`src/rtl/reset_sequencer.sv`:
```
// Power-up reset sequencer: waits for a stable PLL lock, then releases reset domains one at a time,
// waiting for each domain's ack plus a settling delay before moving on; an ack timeout latches FAULT.
module reset_sequencer #(
    parameter int NUM_STAGES  = 4,
    parameter int LOCK_STABLE = 256,
    parameter int STAGE_DLY   = 1000,
    parameter int ACK_TIMEOUT = 65535,
    parameter int CNT_W       = 24
) (
    input  logic                  clk,
    input  logic                  rst,
    input  logic                  pll_locked,
    input  logic [NUM_STAGES-1:0] stage_ack,
    input  logic                  sw_restart,
    output logic [NUM_STAGES-1:0] stage_rst,
    output logic                  all_ready,
    output logic                  fault,
    output logic [2:0]            fault_stage
);

    localparam logic [2:0] S_WAIT_LOCK   = 3'd0;
    localparam logic [2:0] S_LOCK_STABLE = 3'd1;
    localparam logic [2:0] S_WAIT_ACK    = 3'd2;
    localparam logic [2:0] S_DELAY       = 3'd3;
    localparam logic [2:0] S_DONE        = 3'd4;
    localparam logic [2:0] S_FAULT       = 3'd5;

    // Each state ends when the shared counter reaches its own limit minus one, so it never wraps.
    localparam logic [CNT_W-1:0] LOCK_LIM = CNT_W'(LOCK_STABLE - 1);
    localparam logic [CNT_W-1:0] DLY_LIM  = CNT_W'(STAGE_DLY - 1);
    localparam logic [CNT_W-1:0] ACK_LIM  = CNT_W'(ACK_TIMEOUT - 1);
    localparam logic [2:0]       LAST_IDX = 3'(NUM_STAGES - 1);

    logic [2:0]       state;
    logic [2:0]       idx;
    logic [CNT_W-1:0] cnt;
    logic             ack_cur;
    logic             lock_lost;
    logic             restart_req;

    // Stages above k remain held in reset; k and everything below are released.
    function automatic logic [NUM_STAGES-1:0] held_mask(input logic [2:0] k);
        logic [NUM_STAGES-1:0] m;
        for (int i = 0; i < NUM_STAGES; i++) begin
            m[i] = (3'(i) > k);
        end
        return m;
    endfunction

    always_comb begin
        ack_cur = 1'b0;
        for (int i = 0; i < NUM_STAGES; i++) begin
            if (idx == 3'(i)) begin
                ack_cur = stage_ack[i];
            end
        end
    end

    assign lock_lost   = (state != S_WAIT_LOCK) && !pll_locked;
    assign restart_req = ((state == S_DONE) || (state == S_FAULT)) && sw_restart;

    always_ff @(posedge clk) begin
        if (rst) begin
            state       <= S_WAIT_LOCK;
            idx         <= 3'd0;
            cnt         <= '0;
            stage_rst   <= '1;
            all_ready   <= 1'b0;
            fault       <= 1'b0;
            fault_stage <= 3'd0;
        end else if (lock_lost || restart_req) begin
            // Lock loss outranks a software restart, but both land in the same place.
            state     <= S_WAIT_LOCK;
            idx       <= 3'd0;
            cnt       <= '0;
            stage_rst <= '1;
            all_ready <= 1'b0;
            fault     <= 1'b0;
        end else begin
            case (state)
                S_WAIT_LOCK: begin
                    if (pll_locked) begin
                        state <= S_LOCK_STABLE;
                        cnt   <= '0;
                    end
                end
                S_LOCK_STABLE: begin
                    if (cnt == LOCK_LIM) begin
                        state     <= S_WAIT_ACK;
                        idx       <= 3'd0;
                        cnt       <= '0;
                        stage_rst <= held_mask(3'd0);
                    end else begin
                        cnt <= cnt + 1'b1;
                    end
                end
                S_WAIT_ACK: begin
                    // The ack is checked first so it wins over a coincident timeout.
                    if (ack_cur) begin
                        state <= S_DELAY;
                        cnt   <= '0;
                    end else if (cnt == ACK_LIM) begin
                        state       <= S_FAULT;
                        cnt         <= '0;
                        stage_rst   <= '1;
                        fault       <= 1'b1;
                        fault_stage <= idx;
                    end else begin
                        cnt <= cnt + 1'b1;
                    end
                end
                S_DELAY: begin
                    if (cnt == DLY_LIM) begin
                        cnt <= '0;
                        if (idx == LAST_IDX) begin
                            state     <= S_DONE;
                            stage_rst <= '0;
                            all_ready <= 1'b1;
                        end else begin
                            state     <= S_WAIT_ACK;
                            idx       <= idx + 3'd1;
                            stage_rst <= held_mask(idx + 3'd1);
                        end
                    end else begin
                        cnt <= cnt + 1'b1;
                    end
                end
                S_DONE: begin
                    stage_rst <= '0;
                    all_ready <= 1'b1;
                end
                S_FAULT: begin
                    stage_rst <= '1;
                    fault     <= 1'b1;
                end
                default: begin
                    state     <= S_WAIT_LOCK;
                    idx       <= 3'd0;
                    cnt       <= '0;
                    stage_rst <= '1;
                    all_ready <= 1'b0;
                    fault     <= 1'b0;
                end
            endcase
        end
    end

endmodule

```
`config.mk`:
```
export PLATFORM = sky130hd
export DESIGN_NAME = reset_sequencer
export DESIGN_NICKNAME = d
export VERILOG_FILES = /design/src/rtl/reset_sequencer.sv
export SDC_FILE = /design/constraint.sdc
export NUM_CORES = 1
export LEC_CHECK = 0
export CORE_ASPECT_RATIO = 0.8
export CORE_MARGIN = 3
export CORE_UTILIZATION = 25
export CTS_CLUSTER_DIAMETER = 150
export DETAILED_ROUTE_END_ITERATION = 7
export PLACE_DENSITY = 0.52
export SLEW_MARGIN = 20
export SYNTH_ARGS = -nofsm -noshare
export SYNTH_HDL_FRONTEND = slang
export SYNTH_SLANG_ARGS = --single-unit
```
`constraint.sdc`:
```
create_clock -name clk -period 2.4 [get_ports clk]
set_clock_uncertainty 0.15 [all_clocks]
set_input_delay 0.24 -clock clk [delete_from_list [all_inputs] [get_ports clk]]
set_output_delay 0.24 -clock clk [all_outputs]
set_load 0.02 [all_outputs]
```
==> out/results.txt <==
The flow ran to the end, and the final reports show no timing, DRC or antenna violations. Once detailed placement completed, the half-perimeter wirelength came to 3990 um. For this run, the number of Yosys warnings is 0.

For the worst setup path, the data required time is 2.42 ns. The run gives 2 as the maximum clock insertion buffer count. Setup violations remaining at the end of the flow were counted as 0. Among all flip-flop cells after synthesis, the most frequent one is sky130_fd_sc_hd__dfxtp_1. Wires add up to 5420 um. In the final routed layout, each cell accounts on average for 13.1 um. The number of pins exceeding their max-slew limit in the final report was 0; the sequential cell area was 781 um^2. Counting the buffers created by CTS gives 5.

The simple-gate share of the synthesized area was 30.7%; the fraction of registers with async set/reset was 0%. The tools report the number of maximum-capacitance violations as 0. The smallest clock period supported by the final layout is computed as 2.28 ns.

The worst slew margin relative to its limit is 68.9%. For the pin with the worst max-slew slack, the measured transition is 0.465 ns. For this run, the post-layout net count is 317.

The critical path arrival was 2.30 ns; the vias after detailed routing was 2016. For this block, the initial DRC count from the detailed router was 122. The share of cells above drive strength 1 is 19.5%, and the placer's final routability congestion estimate is 0.770. After synthesis, flip-flops and latches occupy 34.0% of the total area. Measured against the total synthesized area, the mux share comes to 2.62%.

The launching element type of the critical path was a flop. The post-synthesis sequential element count came out at 39. The final instance area is 2940 um^2, and the cell area after synthesis is 2290 um^2. After layout, the worst path uses 94.8% of the clock period. The region available for standard cell placement spans 8710 um^2. After synthesis, the netlist uses 57 different library cells.

For the remaining antenna violation count after routing, the log shows 0. After synthesis, the largest family of logic cells by area is simple AND/OR/NAND/NOR gates. The synthesized design contains 0 enable-type register cells. After Yosys synthesis, full adders, half adders and majority gates account for 4.36% of the synthesized area. The tools report the cell area reported after detailed placement as 2750 um^2.

After Yosys synthesis, XOR and XNOR cells account for 8.78% of the synthesized area. Counting every sink on the clock net gives 39. The leakage power figure came out at 0.00102 uW.

By area the synthesized netlist is led by sky130_fd_sc_hd__dfxtp_1 34%, sky130_fd_sc_hd__xnor2_1 8.4%, sky130_fd_sc_hd__nor3_1 6.1%. TritonCTS built the clock tree. Wire length of the first global-routing pass: 9490 um. The highest clock frequency the design can meet is 439 MHz, and the count of filler cells inserted in the layout is 901. The count of boundary I/O pins is 17, and the worst-path maximum fanout is 7.

For the effective utilization at floorplan, the log shows 26.3%. The root buffer cell chosen for the clock tree is sky130_fd_sc_hd__clkbuf_16. The via count of the first global-routing pass was 1842. Summed over all instances, the cell type with the most area after synthesis is sky130_fd_sc_hd__dfxtp_1. The critical path is of the reg2reg type. The setup check on the worst reg-to-reg path leaves a slack of 0.12 ns. The area fraction in compound gates after synthesis was 14.4%. A synthesized cell averages 8.72 um^2.

The tools report the footprint of the multi-input gates as 1410 um^2. The path class of the tightest hold or removal check is reg2reg. The tools report the initial antenna violation count as 0. The count of buffers added on input and output ports is 16. The power per cell area works out to 696 nW/um^2.

Global routing used 11.1% of the available tracks. STA classifies the critical path endpoint as a flop. Compared with the post-synthesis result, the final layout area differs by 28.2%. The tools report the number of hold violations in the final report as 0. Instance count of the mapped netlist: 263.

Iteration count of the initial detailed-routing pass: 5. Overall die area: 10400 um^2. Entering global routing, the biggest net connects 25 pins. After detailed routing, the number of remaining DRC violations is 0.

After global routing the overflow that remains totals 0. The synthesized netlist net count is 279, and the die width is 113 um. In this run the vertical extent of the chip is 91.7 um. The area share of the largest cell type after synthesis is 34.0%. In this run the core area contains 30 standard-cell rows. Clock-pin slew was measured on the worst setup and hold paths at 0.06 ns. The run gives 0 as the count of inserted antenna diode cells. The H-tree was split into 2 levels.

Dividing the detail-routed via count by the number of cells gives 4.87. IR analysis of the VDD net gives a maximum drop of 454 uV. The run gives 0 ns as the final sum of negative setup slack. For the clock latency on the worst-skew pair, the log shows 0.28 ns.
## worst max-delay path, cell delays in order (launching register included)
cell and delay, ns:
sky130_fd_sc_hd__dfxtp_1 0.33, sky130_fd_sc_hd__or4_4 0.56, sky130_fd_sc_hd__nor4_4 0.34, sky130_fd_sc_hd__nand2_2 0.14
sky130_fd_sc_hd__a211oi_4 0.35, sky130_fd_sc_hd__buf_4 0.23, sky130_fd_sc_hd__nor3_1 0.07
## registers in the layout (all words and copies together), names as in the netlist
register     flops
state            3
fault            1
all_ready        1
stage_rst        4
idx              3
cnt             24
fault_stage      3
## synthesized netlist by cell type, drive strengths merged (6+ instances only)
master,n
nand2,14
a21oi,9
mux2i,6
nor4,8
ha,8
inv,14
nor2,19
xnor2,22
dfxtp,39
nand3,13
clkbuf,7
o21ai,9
nor3,38
## routing by layer
metal / share of wire, % / routed length [um] / global-route usage [%] / up-vias
met4: 1.1 / 60 / 3.00 / 0
met1: 55 / 2980 / 17.5 / 936
met3: 4.3 / 234 / 1.91 / 5
li1: - / - / - / 1033
met2: 39 / 2140 / 15.1 / 42
met5: 0 / 0 / 0 / -
## stage by stage
stage	util (%)	worst slack, ns	instances	total power [uW]	hold WS, ns
2_1_floorplan	-	0.0754	263	1090	0.159
3_3_place_gp	31.5	0.0714	405	1260	0.319
3_5_place_dp	31.5	0.0686	405	1260	0.332
4_1_cts	33.6	0.0522	413	2060	0.338
5_1_grt	33.8	-0.00564	414	2150	0.366
6_report	33.8	0.125	414	2050	0.332
## placed cells by master, fill, tap and decap left out, drive strengths merged, types with 3 or more instances in the layout
| cell | count |
|---|---|
| xnor2 | 22 |
| clkdlybuf4s50 | 16 |
| nor4 | 8 |
| clkbuf | 6 |
| nand2b | 3 |
| nand2 | 14 |
| ha | 8 |
| buf | 26 |
| or4 | 3 |
| nor2 | 19 |
| inv | 15 |
| and3 | 4 |
| a21oi | 9 |
| nand3 | 13 |
| o21ai | 9 |
| nor3 | 38 |
| nand4 | 3 |
| mux2i | 6 |
| dfxtp | 39 |
| a221oi | 3 |
## kinds of logic (layout without fill, tap and decap cells)
| kind of cell | count (synthesis) | in the layout |
|---|---|---|
| AO/OA/AOI/OAI | 44 | 44 |
| multiplexers | 6 | 6 |
| buffers and inverters | 25 | 64 |
| AND/OR/NAND/NOR | 118 | 118 |
| XOR/XNOR | 23 | 23 |
| adder cells (fa/ha/maj) | 8 | 8 |
| flip-flops | 39 | 39 |
## power by group
group          internal (uW)  total [uW]  switching (uW)
Clock                    523         795             272
Combinational            218         534             316
Sequential               669         716            47.6
## path summary, 6_finish.rpt
check	start	end	depth (start not counted)
max	cnt[21]	cnt[22]	6
min	fault_stage[0]	fault_stage[0]	2
max reg2reg	cnt[21]	cnt[22]	6
min reg2reg	fault_stage[0]	fault_stage[0]	2
## area by class of cell
cell class,count,share of cell area (%)
sequential,39,26.6
inverter,14,1.79
clock buffer,6,4.72
clock inverter,2,1.32
multi-input combinational,199,47.9
tap,112,4.77
timing repair buffer,42,12.9
## what timing repair did
item	CTS	global route
buffers inserted	0	1
setup endpoints to repair	0	25
resized for setup	0	1
hold buffers	0	0
Power figures use the tool's default switching activity.
